$ cat config.mk
export PLATFORM = sky130hd
export DESIGN_NAME = chip_vector_ram
export DESIGN_NICKNAME = d
export VERILOG_FILES = /design/src/rtl/chip_checker_pkg.sv /design/src/rtl/chip_vector_ram.sv
export SDC_FILE = /design/constraint.sdc
export NUM_CORES = 1
export LEC_CHECK = 0
export BUFFER_PORTS_ARGS = -buffer_cell sky130_fd_sc_hd__buf_2
export CELL_PAD_IN_SITES_DETAIL_PLACEMENT = 2
export CELL_PAD_IN_SITES_GLOBAL_PLACEMENT = 2
export CORE_MARGIN = 4
export CORE_UTILIZATION = 45
export CTS_CLUSTER_DIAMETER = 50
export DETAILED_ROUTE_END_ITERATION = 10
export GPL_TIMING_DRIVEN = 0
export HOLD_SLACK_MARGIN = 0.06
export MAX_ROUTING_LAYER = met4
export PLACE_DENSITY = 0.82
export RECOVER_POWER = 100
export SLEW_MARGIN = 20
export SYNTH_ARGS = -nofsm -noshare
export SYNTH_HDL_FRONTEND = slang
export SYNTH_SLANG_ARGS = --single-unit
$ cat constraint.sdc
create_clock -name clk_clk -period 3.3 [get_ports clk_clk]
set_input_delay 0.495 -clock clk_clk [delete_from_list [all_inputs] [get_ports clk_clk]]
set_output_delay 0.495 -clock clk_clk [all_outputs]
set_load 0.01 [all_outputs]
$ cat src/rtl/chip_checker_pkg.sv
// Shared types and helpers for the chip vector checker.
package chip_checker_pkg;

  typedef enum logic [2:0] {
    ST_IDLE,
    ST_DRIVE,
    ST_SETTLE,
    ST_SAMPLE,
    ST_DONE
  } state_t;

  localparam logic [15:0] ERR_MAX = 16'hFFFF;

  // Increment that sticks at ERR_MAX instead of wrapping.
  function automatic logic [15:0] sat_inc16(input logic [15:0] v);
    return (v == ERR_MAX) ? v : v + 16'd1;
  endfunction

endpackage

$ cat src/rtl/chip_vector_ram.sv
// Vector store: one entry per test vector holding {stim, exp, mask}.
// Synchronous write, combinational read, no reset on the contents.
module chip_vector_ram
  import chip_checker_pkg::*;
#(
  parameter int NUM_OUT = 8,
  parameter int NUM_IN  = 8,
  parameter int DEPTH   = 16,
  localparam int AW     = $clog2(DEPTH)
) (
  input  logic               clk_clk,
  input  logic               we,
  input  logic [AW-1:0]      waddr,
  input  logic [NUM_OUT-1:0] wstim,
  input  logic [NUM_IN-1:0]  wexp,
  input  logic [NUM_IN-1:0]  wmask,
  input  logic [AW-1:0]      raddr,
  output logic [NUM_OUT-1:0] rstim,
  output logic [NUM_IN-1:0]  rexp,
  output logic [NUM_IN-1:0]  rmask
);

  localparam int W = NUM_OUT + 2 * NUM_IN;

  logic [W-1:0] mem_q [DEPTH];

  // Write port; contents are deliberately left unreset.
  always_ff @(posedge clk_clk) begin
    if (we) mem_q[waddr] <= {wstim, wexp, wmask};
  end

  assign {rstim, rexp, rmask} = mem_q[raddr];

endmodule

==> key figures, run 1 <==
Run status
  • Status: finished with violations
  • Failing checks: max-capacitance violations, max-slew violations

Final layout
  • Max reg flops: 384
  • Area Growth Syn to Fin: 15.0%
  • Largest register by flop count: mem_q
  • Layout cells sized above 1: 23.2%
  • Largest regs: mem_q (384)
  • # diodes: 0
  • Nets@finish: 769

CTS
  • # H-tree levels: 2
  • CTS Buf Count: 42
  • CTS resizes: 0
  • Number of hold buffers added after CTS: 0
  • Clock transition at the registers of the reported paths: 0.06 ns
  • Post-CTS setup buffers: 0
  • CTS tree: done
  • Num Clock Sinks: 384
  • Root Driver: clkbuf_16
  • CTS Buffer Depth: 3

Drt
  • Pre-Repair DR Iteration Count: 7
  • DRC: 0
  • Via count: 7083
  • Via density: 6.08
  • Final WL: 39900 µm
  • Routed len/inst: 34.2 µm
  • Initial detailed-routing violation count: 799
  • Routed Antenna Nets: 0

Logic synthesis
  • Register area share after synthesis: 79.8%
  • Post-synthesis compound-gate area fraction: 2.49%
  • Syn nets: 646
  • Post-synthesis mux area share: 15.0%
  • Number of synthesized register bits: 384
  • Post-Syn Area: 0.0145 mm²
  • Syn. warnings: 0
  • Post-Synth Adder-Cell Area: 0%
  • Cells after synthesis: 612
  • Mean Syn Cell Area: 23.6 µm²
  • Synth unique cells: 15
  • Xor and xnor area share after synthesis: 0%
  • Synth Area in Simple Gates: 1.54%
  • Largest family of logic cells by synthesized area: multiplexers

Critical path
  • Req. time, crit path: 2.80 ns
  • CP Capture Type: primary output
  • Slowest cell on crit path: clkbuf_2
  • CP Data Arrival Time: 2.55 ns
  • Kind of critical path: input port to primary output
  • Crit-path cells: clkbuf_1, clkbuf_2, clkbuf_2, mux4_2, a22oi_1, nand2_1, clkbuf_1
  • Crit-path max cell delay: 0.46 ns
  • CP max FO: 10
  • Worst Setup Start Kind: input port

GRT
  • Gr usage total: 23.9%
  • Congestion Overflow GR: 0
  • Largest net degree at the start of global routing: 18
  • First-pass GRT wire length: 58600 µm
  • Vias in the first global route: 8043
  • Antenna violations before repair: 0

Timing
  • Slew Viols, Final: 83
  • Unrepaired setup endpoints after global routing: false
  • Worst-Margin Slew: 1.87 ns
  • Rel. slew slack: -24.9%
  • Final Critical Period: 3.04 ns
  • Fin. Hold Viols: 0
  • Setup Total Neg Slack: 0 ns
  • Max Freq: 329 MHz
  • Setup-failing EPs final: 0
  • Crit share post-route: 92.1%

Floorplanning
  • Core ar.: 0.0316 mm²
  • Initial Util: 45.7%
  • Die X: 187 µm
  • DIE AREA: 0.0350 mm²
  • I/O pin cnt: 58
  • Die Ht: 187 µm
  • Row cnt: 65

Power and ir drop
  • Sw Ratio: 21.2%
  • Gate power share: 5.2%
  • P_leak: 5.20 nW
  • VDD IR max: 354 µV
  • Final Power: 10.4 mW
  • P per Cell Area: 628 mW/mm²
  • Clock share of power: 42.0%
  • Reg power frac: 52.8%
  • Psw: 2.21 mW
  • Int Power: 8.22 mW

Hold path
  • Worst min-delay path startpoint: wmask[1]
  • WHS Path Cells: 1
  • Min-Delay Path Class: input port to flip-flop
  • Hold EP: mem_q[2][1]

Job
  • Max-cap viol count: 6

Placement
  • Post-DP HPWL: 26400 µm
  • IO buf count: 55
  • GP Congestion: 0.761
-- stage by stage --
stage | cells | setup WS, ns | util [%] | hold slack [ns] | cell area (µm²)
after global routing | 1165 | 0.159 | 52.5 | 0.484 | 16600
after floorplan | 612 | 0.188 | - | 0.594 | 14500
after CTS | 1165 | 0.267 | 53.9 | 0.328 | 17000
after detailed placement | 1093 | 0.268 | 49.8 | 0.881 | 15800
final | 1165 | 0.259 | 52.5 | 0.479 | 16600
after global placement | 1069 | -1.66 | 48.1 | 0.845 | 15200
-- cells by family (layout without fill, tap and decap cells) --
family | Yosys count | in the layout
mux | 96 | 96
compound gates | 48 | 48
flops | 384 | 384
simple gates | 51 | 51
buf+inv | 33 | 184
-- routing by layer --
layer  wire, µm  vias up  part of all wire, %  GRT usage [%]
met1      15200     3880                   38           28.6
met3       1740       69                  4.4           3.36
met2      21900      247                   55           42.5
met4       1130        0                  2.8           6.83
li1           -     2887                    -              -
met5          0        -                    0              -
-- placed cells by master (no fill, tap or decap) --
| cell type | n |
|---|---|
| edfxtp_1 | 384 |
| mux4_2 | 96 |
| clkbuf_1 | 93 |
| a22oi_1 | 48 |
| clkbuf_16 | 45 |
| nand2_1 | 25 |
| buf_2 | 14 |
| nor2_1 | 13 |
| clkinv_1 | 10 |
| clkbuf_2 | 6 |
| buf_6 | 5 |
| nor3_1 | 4 |
| clkinv_2 | 4 |
| buf_16 | 3 |
| nor2b_1 | 2 |
| nand3b_1 | 2 |
| nand2b_1 | 2 |
| and2_1 | 1 |
| nand3_1 | 1 |
| or3b_2 | 1 |
| inv_6 | 1 |
| clkinv_4 | 1 |
| bufinv_16 | 1 |
| dlymetal6s4s_1 | 1 |
-- cell usage after synthesis (all sizes together) --
| cell | count | area share, % |
|---|---|---|
| nand3b | 2 | 0.10 |
| nand2 | 25 | 0.65 |
| or3b | 1 | 0.061 |
| nor2 | 13 | 0.34 |
| nor2b | 2 | 0.087 |
| nand3 | 1 | 0.035 |
| nor3 | 4 | 0.14 |
| mux4 | 96 | 15 |
| buf | 15 | 0.74 |
| a22oi | 48 | 2.5 |
| clkbuf | 18 | 0.47 |
| edfxtp | 384 | 80 |
| nand2b | 2 | 0.087 |
| and2 | 1 | 0.043 |
-- power groups by stage --
stage	Sequential (mW)	Combinational [mW]	Clock, mW
2_1_floorplan	5.59	0.303	0
3_3_place_gp	5.59	0.501	0
3_5_place_dp	5.60	0.588	0
4_1_cts	5.50	0.591	4.46
5_1_grt	5.51	0.589	4.71
6_report	5.50	0.546	4.38
-- layout make-up --
| cell class | count | area (µm²) |
|---|---|---|
| buffer | 33 | 174 |
| fill | 2642 | 15000 |
| timing repair buffer | 79 | 389 |
| tap | 402 | 503 |
| multi-input combinational | 195 | 2750 |
| clock inverter | 17 | 105 |
| clock buffer | 55 | 1160 |
| sequential | 384 | 11500 |
-- critical path, delay by kind of cell --
kind | cells | cell delay (ns)
buffers and inverters | 4 | 1.32
muxes | 1 | 0.38
AOI/OAI and AO/OA | 1 | 0.18
and+or+nand+nor | 1 | 0.17
-- worst max-delay path by stage --
stage                        start           end  slack [ns]  cells past startpoint
after floorplan           waddr[2]   mem_q[0][0]        0.19                      2
after CTS                 raddr[1]       rexp[4]        0.27                      6
after global placement    waddr[2]  mem_q[0][23]       -1.66                      3
after global routing      raddr[1]       rexp[4]        0.16                      7
after detailed placement  raddr[1]       rexp[4]        0.27                      6
final                     raddr[1]       rexp[4]        0.26                      7
No activity file was read; power rests on OpenSTA's default activity.
==> run 2, diff against run 1 <==
- CORE_ASPECT_RATIO: unset -> 1.25
==> key figures, run 2 (same netlist as run 1, synthesis figures left out) <==
Job
  • Max-cap viol count: 9 (was 6)

Final layout
  • Layout Cells excl Fill: 1174 (was 1165)
  • Max reg flops: 384 (unchanged)
  • Nets@finish: 767 (was 769)
  • Largest regs: mem_q (384) (unchanged)
  • # diodes: 0 (unchanged)
  • Largest register by flop count: mem_q (unchanged)
  • Layout cells sized above 1: 24.7% (was 23.2%)
  • Highest-count cells in the layout ignoring fill and taps: edfxtp_1, mux4_2, clkbuf_1 (unchanged)
  • Commonest non-fill, non-tap cell in the layout: edfxtp_1 (unchanged)
  • Area Growth Syn to Fin: 15.2% (was 15.0%)
  • Fill cells: 2706 (was 2642)
  • Design area: 0.0166 mm² (about the same)

GRT
  • Vias in the first global route: 8159 (was 8043)
  • Antenna violations before repair: 0 (unchanged)
  • Largest net degree at the start of global routing: 18 (unchanged)
  • Congestion Overflow GR: 0 (unchanged)
  • Gr usage total: 27.9% (was 23.9%)
  • First-pass GRT wire length: 66400 µm (was 58600 µm)

Drt
  • DRC: 0 (unchanged)
  • Final WL: 46900 µm (was 39900 µm)
  • Via count: 7555 (was 7083)
  • Pre-Repair DR Iteration Count: 5 (was 7)
  • Initial detailed-routing violation count: 1151 (was 799)
  • Routed len/inst: 39.9 µm (was 34.2 µm)
  • Routed Antenna Nets: 0 (unchanged)
  • Via density: 6.44 (was 6.08)

Placement
  • Dpl ws: 0.261 ns (was 0.268 ns)
  • # placed instances: 1104 (was 1093)
  • GP Congestion: 0.763 (was 0.761)
  • Post-DP HPWL: 28000 µm (was 26400 µm)
  • Placed cell area: 0.0158 mm² (about the same)
  • IO buf count: 55 (unchanged)

Floorplanning
  • Die Ht: 208 µm (was 187 µm)
  • Die X: 168 µm (was 187 µm)
  • I/O pin cnt: 58 (unchanged)
  • Initial Util: 45.5% (was 45.7%)
  • Row cnt: 73 (was 65)
  • DIE AREA: 0.0351 mm² (was 0.0350 mm²)
  • Core ar.: 0.0318 mm² (was 0.0316 mm²)

Critical path
  • Req. time, crit path: 3.45 ns (was 2.80 ns)
  • CP delay by family, top: simple AND/OR/NAND/NOR gates (was buffers and inverters)
  • CP Capture Type: flip-flop (was primary output)
  • Number of cells on the critical path: 4 (was 7)
  • Slowest cell on crit path: nor2_1 (was clkbuf_2)
  • Kind of critical path: input port to flip-flop (was input port to primary output)
  • CP Data Arrival Time: 3.47 ns (was 2.55 ns)
  • Crit-path cells: clkbuf_1, nand2_1, nor2_1, dlymetal6s2s_1 (was clkbuf_1, clkbuf_2, clkbuf_2, mux4_2, a22oi_1, nand2_1, clkbuf_1)
  • CP max FO: 13 (was 10)
  • Worst Setup Start Kind: input port (unchanged)
  • Buffers plus inverters on the worst setup path: 2 (was 4)
  • Crit-path max cell delay: 1.38 ns (was 0.46 ns)

CTS
  • Post-CTS setup buffers: 0 (unchanged)
  • Num Clock Sinks: 384 (unchanged)
  • # H-tree levels: 2 (unchanged)
  • CTS tree: done (unchanged)
  • Number of hold buffers added after CTS: 0 (unchanged)
  • CTS Buf Count: 39 (was 42)
  • CTS resizes: 0 (unchanged)
  • Root Driver: clkbuf_16 (unchanged)
  • Clock transition at the registers of the reported paths: 0.07 ns (was 0.06 ns)
  • CTS Buffer Depth: 3 (unchanged)

Power and ir drop
  • P_leak: 5.27 nW (was 5.20 nW)
  • VDD IR max: 421 µV (was 354 µV)
  • P per Cell Area: 648 mW/mm² (was 628 mW/mm²)

Timing
  • Final Critical Period: 3.32 ns (was 3.04 ns)
  • Rel. slew slack: -21.2% (was -24.9%)
  • Setup Total Neg Slack: -0.162 ns (was 0 ns)
  • Worst-Margin Slew: 1.81 ns (was 1.87 ns)
  • Unrepaired setup endpoints after global routing: false (unchanged)
  • Max Freq: 301 MHz (was 329 MHz)
  • Slew Viols, Final: 107 (was 83)
  • Fin. Hold Viols: 0 (unchanged)
  • Crit share post-route: 101% (was 92.1%)
  • PnR worst setup slack: -0.0210 ns (was 0.259 ns)
  • Hold_ws: 0.482 ns (was 0.479 ns)
  • Setup-failing EPs final: 12 (was 0)

Hold path
  • WHS Path Cells: 1 (unchanged)
  • Min-Delay Path Class: input port to flip-flop (unchanged)

Run status
  • Failing checks: max-capacitance violations, max-slew violations, negative setup slack (was max-capacitance violations, max-slew violations)
  • Status: finished with violations (unchanged)
-- run 2: cell types whose count changed in the layout (fill, tap and decap cells not counted), sizes merged --
cell and delta:
dlymetal6s2s +2, clkinv -1, bufinv +5, clkinvlp +4, clkbuf -9, buf -3
dlymetal6s4s +1
-- run 2: layer usage --
layer	vias up	GRT usage, %	wire length [µm]
met2	491	45.0	24000
met3	112	4.68	3270
li1	2877	-	-
met1	4075	36.1	17900
met4	0	10.1	1740
met5	-	-	0
-- run 2: where the power goes --
group,switching [mW],leakage [nW],internal [mW],total [mW]
clock,1.95,0.643,2.74,4.69
sequential,0.0417,3.47,5.47,5.51
combinational,0.377,1.16,0.200,0.576
total,2.37,5.27,8.41,10.8
-- run 2: path summary, 6_finish.rpt --
kind              startpoint       endpoint  slack, ns
setup / recovery    waddr[1]  mem_q[15][21]      -0.02
hold / removal      wmask[5]    mem_q[5][5]       0.48
-- run 2: cell type report --
class                      count  area (µm²)  area share [%]
buffer                        33         174            1.04
clock inverter                25         283            1.70
sequential                   384       11500            69.3
tap                          412         515            3.10
multi-input combinational    195        2750            16.5
clock buffer                  45        1040            6.25
timing repair buffer          80         354            2.13
-- run 2: stage by stage --
step                      total power [mW]  util, %
after global routing                  11.1     52.4
after floorplan                       5.89        -
after CTS                             10.9     53.8
after detailed placement              6.20     49.7
final                                 10.8     52.4
after global placement                6.10     47.9
==> run 3, diff against run 2 <==
- CORE_UTILIZATION: 45 -> 47
- CTS_BUF_LIST: unset -> sky130_fd_sc_hd__clkbuf_2 sky130_fd_sc_hd__clkbuf_4 sky130_fd_sc_hd__clkbuf_8
- PLACE_DENSITY: 0.82 -> 0.87
==> key figures, run 3 (same netlist as run 1, synthesis figures left out) <==
Run status
  • Status: finished with violations (unchanged)
  • Failing checks: max-capacitance violations, max-slew violations (was max-capacitance violations, max-slew violations, negative setup slack)

Job
  • Max-cap viol count: 6 (was 9)

CTS
  • Clock transition at the registers of the reported paths: 0.06 ns (was 0.07 ns)
  • Post-CTS setup buffers: 0 (unchanged)
  • CTS Buffer Depth: 3 (unchanged)
  • Number of hold buffers added after CTS: 0 (unchanged)
  • CTS tree: done (unchanged)
  • Num Clock Sinks: 384 (unchanged)
  • # H-tree levels: 2 (unchanged)
  • Root Driver: clkbuf_8 (was clkbuf_16)
  • CTS Buf Count: 59 (was 39)
  • CTS resizes: 0 (unchanged)

Timing
  • Final Critical Period: 3.11 ns (was 3.32 ns)
  • PnR worst setup slack: 0.193 ns (was -0.0210 ns)
  • Fin. Hold Viols: 0 (unchanged)
  • Rel. slew slack: -19.7% (was -21.2%)
  • Unrepaired setup endpoints after global routing: false (unchanged)
  • Setup Total Neg Slack: 0 ns (was -0.162 ns)
  • Setup-failing EPs final: 0 (was 12)
  • Worst-Margin Slew: 1.80 ns (was 1.81 ns)
  • Slew Viols, Final: 114 (was 107)
  • Max Freq: 322 MHz (was 301 MHz)
  • Crit share post-route: 94.2% (was 101%)

Power and ir drop
  • Clock share of power: 38.4% (was 43.5%)
  • Psw: 2.21 mW (was 2.37 mW)
  • P_leak: 5.12 nW (was 5.27 nW)
  • Gate power share: 5.6% (was 5.3%)
  • Reg power frac: 56.1% (was 51.1%)
  • VDD IR max: 344 µV (was 421 µV)
  • P per Cell Area: 600 mW/mm² (was 648 mW/mm²)
  • Sw Ratio: 22.5% (was 22.0%)
  • Int Power: 7.60 mW (was 8.41 mW)

Drt
  • Pre-Repair DR Iteration Count: 5 (unchanged)
  • Via count: 7303 (was 7555)
  • Initial detailed-routing violation count: 834 (was 1151)
  • DRC: 0 (unchanged)
  • Routed len/inst: 33.8 µm (was 39.9 µm)
  • Via density: 6.09 (was 6.44)
  • Final WL: 40500 µm (was 46900 µm)
  • Routed Antenna Nets: 0 (unchanged)

Floorplanning
  • Row cnt: 71 (was 73)
  • Die X: 165 µm (was 168 µm)
  • I/O pin cnt: 58 (unchanged)
  • Core ar.: 0.0302 mm² (was 0.0318 mm²)
  • Die Ht: 204 µm (was 208 µm)
  • Initial Util: 47.8% (was 45.5%)
  • DIE AREA: 0.0336 mm² (was 0.0351 mm²)

Final layout
  • Largest register by flop count: mem_q (unchanged)
  • Commonest non-fill, non-tap cell in the layout: edfxtp_1 (unchanged)
  • Max reg flops: 384 (unchanged)
  • Area Growth Syn to Fin: 13.2% (was 15.2%)
  • # diodes: 0 (unchanged)
  • Footprint of the multi-input gates: 0.00275 mm² (unchanged)
  • Nets@finish: 786 (was 767)
  • Highest-count cells in the layout ignoring fill and taps: edfxtp_1, mux4_2, clkbuf_1 (unchanged)
  • FF+latch area: 0.0115 mm² (unchanged)
  • Largest regs: mem_q (384) (unchanged)
  • Layout cells sized above 1: 26.7% (was 24.7%)
  • Fill cells: 2523 (was 2706)

Placement
  • Post-DP HPWL: 26200 µm (was 28000 µm)
  • IO buf count: 55 (unchanged)
  • Dpl ws: 0.271 ns (was 0.261 ns)
  • GP Congestion: 0.761 (was 0.763)

GRT
  • Vias in the first global route: 8180 (was 8159)
  • Gr usage total: 25.8% (was 27.9%)
  • Congestion Overflow GR: 0 (unchanged)
  • First-pass GRT wire length: 59600 µm (was 66400 µm)
  • Largest net degree at the start of global routing: 19 (was 18)
  • Antenna violations before repair: 0 (unchanged)

Critical path
  • CP Capture Type: primary output (was flip-flop)
  • Kind of critical path: input port to primary output (was input port to flip-flop)
  • CP max FO: 10 (was 13)
  • Req. time, crit path: 2.80 ns (was 3.45 ns)
  • Critical path origin: raddr[1] (was waddr[1])
  • CP Data Arrival Time: 2.61 ns (was 3.47 ns)
  • Worst Setup Start Kind: input port (unchanged)

Hold path
  • Min-Delay Path Class: input port to flip-flop (unchanged)
  • Worst min-delay path startpoint: wmask[5] (unchanged)
[run 3: cell count changes in the layout (fill, tap and decap cells not counted), sizes merged]
cell          change
buf               +1
clkinv            +9
dlymetal6s2s      -2
bufinv            -6
clkinvlp          -3
clkbuf           +39
dlymetal6s4s      -2
[run 3: path summary, 6_finish.rpt]
check                       to  slack, ns  depth (start not counted)
setup / recovery       rexp[3]       0.19                          7
hold / removal    mem_q[13][5]       0.39                          1
[run 3: stage by stage]
step                total power, mW  util, %  cell area, µm²  hold slack [ns]  std cells
floorplan                      5.89        -           14500            0.594        612
global placement               6.09     50.4           15200            0.842       1068
detailed placement             6.19     52.2           15800            0.883       1092
CTS                            9.97     55.8           16900            0.216       1199
global route                   10.2     54.2           16400            0.424       1199
finish                         9.82     54.2           16400            0.394       1199
[run 3: area by class of cell]
class,instances,share of cell area (%)
multi-input cells,195,16.8
well taps,401,3.07
plain buffers,33,1.06
clock buffers,82,6.06
repair buffers,79,1.89
flip-flops and latches,384,70.5
clock inverters,25,0.681
[run 3: metal layers]
metal  track usage [%]  up-vias  part of all wire [%]
met5                 -        -                     0
met4              6.21        0                   2.1
met3              3.79       69                   5.2
met2              42.3      318                    52
met1              34.7     3996                    41
li1                  -     2920                     -
[run 3: critical path: stages]
cell      delay [ns]
clkbuf_1        0.30
clkbuf_2        0.41
buf_2           0.44
mux4_2          0.40
a22oi_1         0.27
nand2_1         0.14
clkbuf_1        0.15
[run 3: power by group through the flow]
stage / Sequential [mW] / Combinational, mW / Clock, mW
floorplan: 5.59 / 0.303 / 0
global placement: 5.59 / 0.504 / 0
detailed placement: 5.60 / 0.591 / 0
CTS: 5.50 / 0.591 / 3.88
global route: 5.51 / 0.584 / 4.10
finish: 5.51 / 0.545 / 3.77
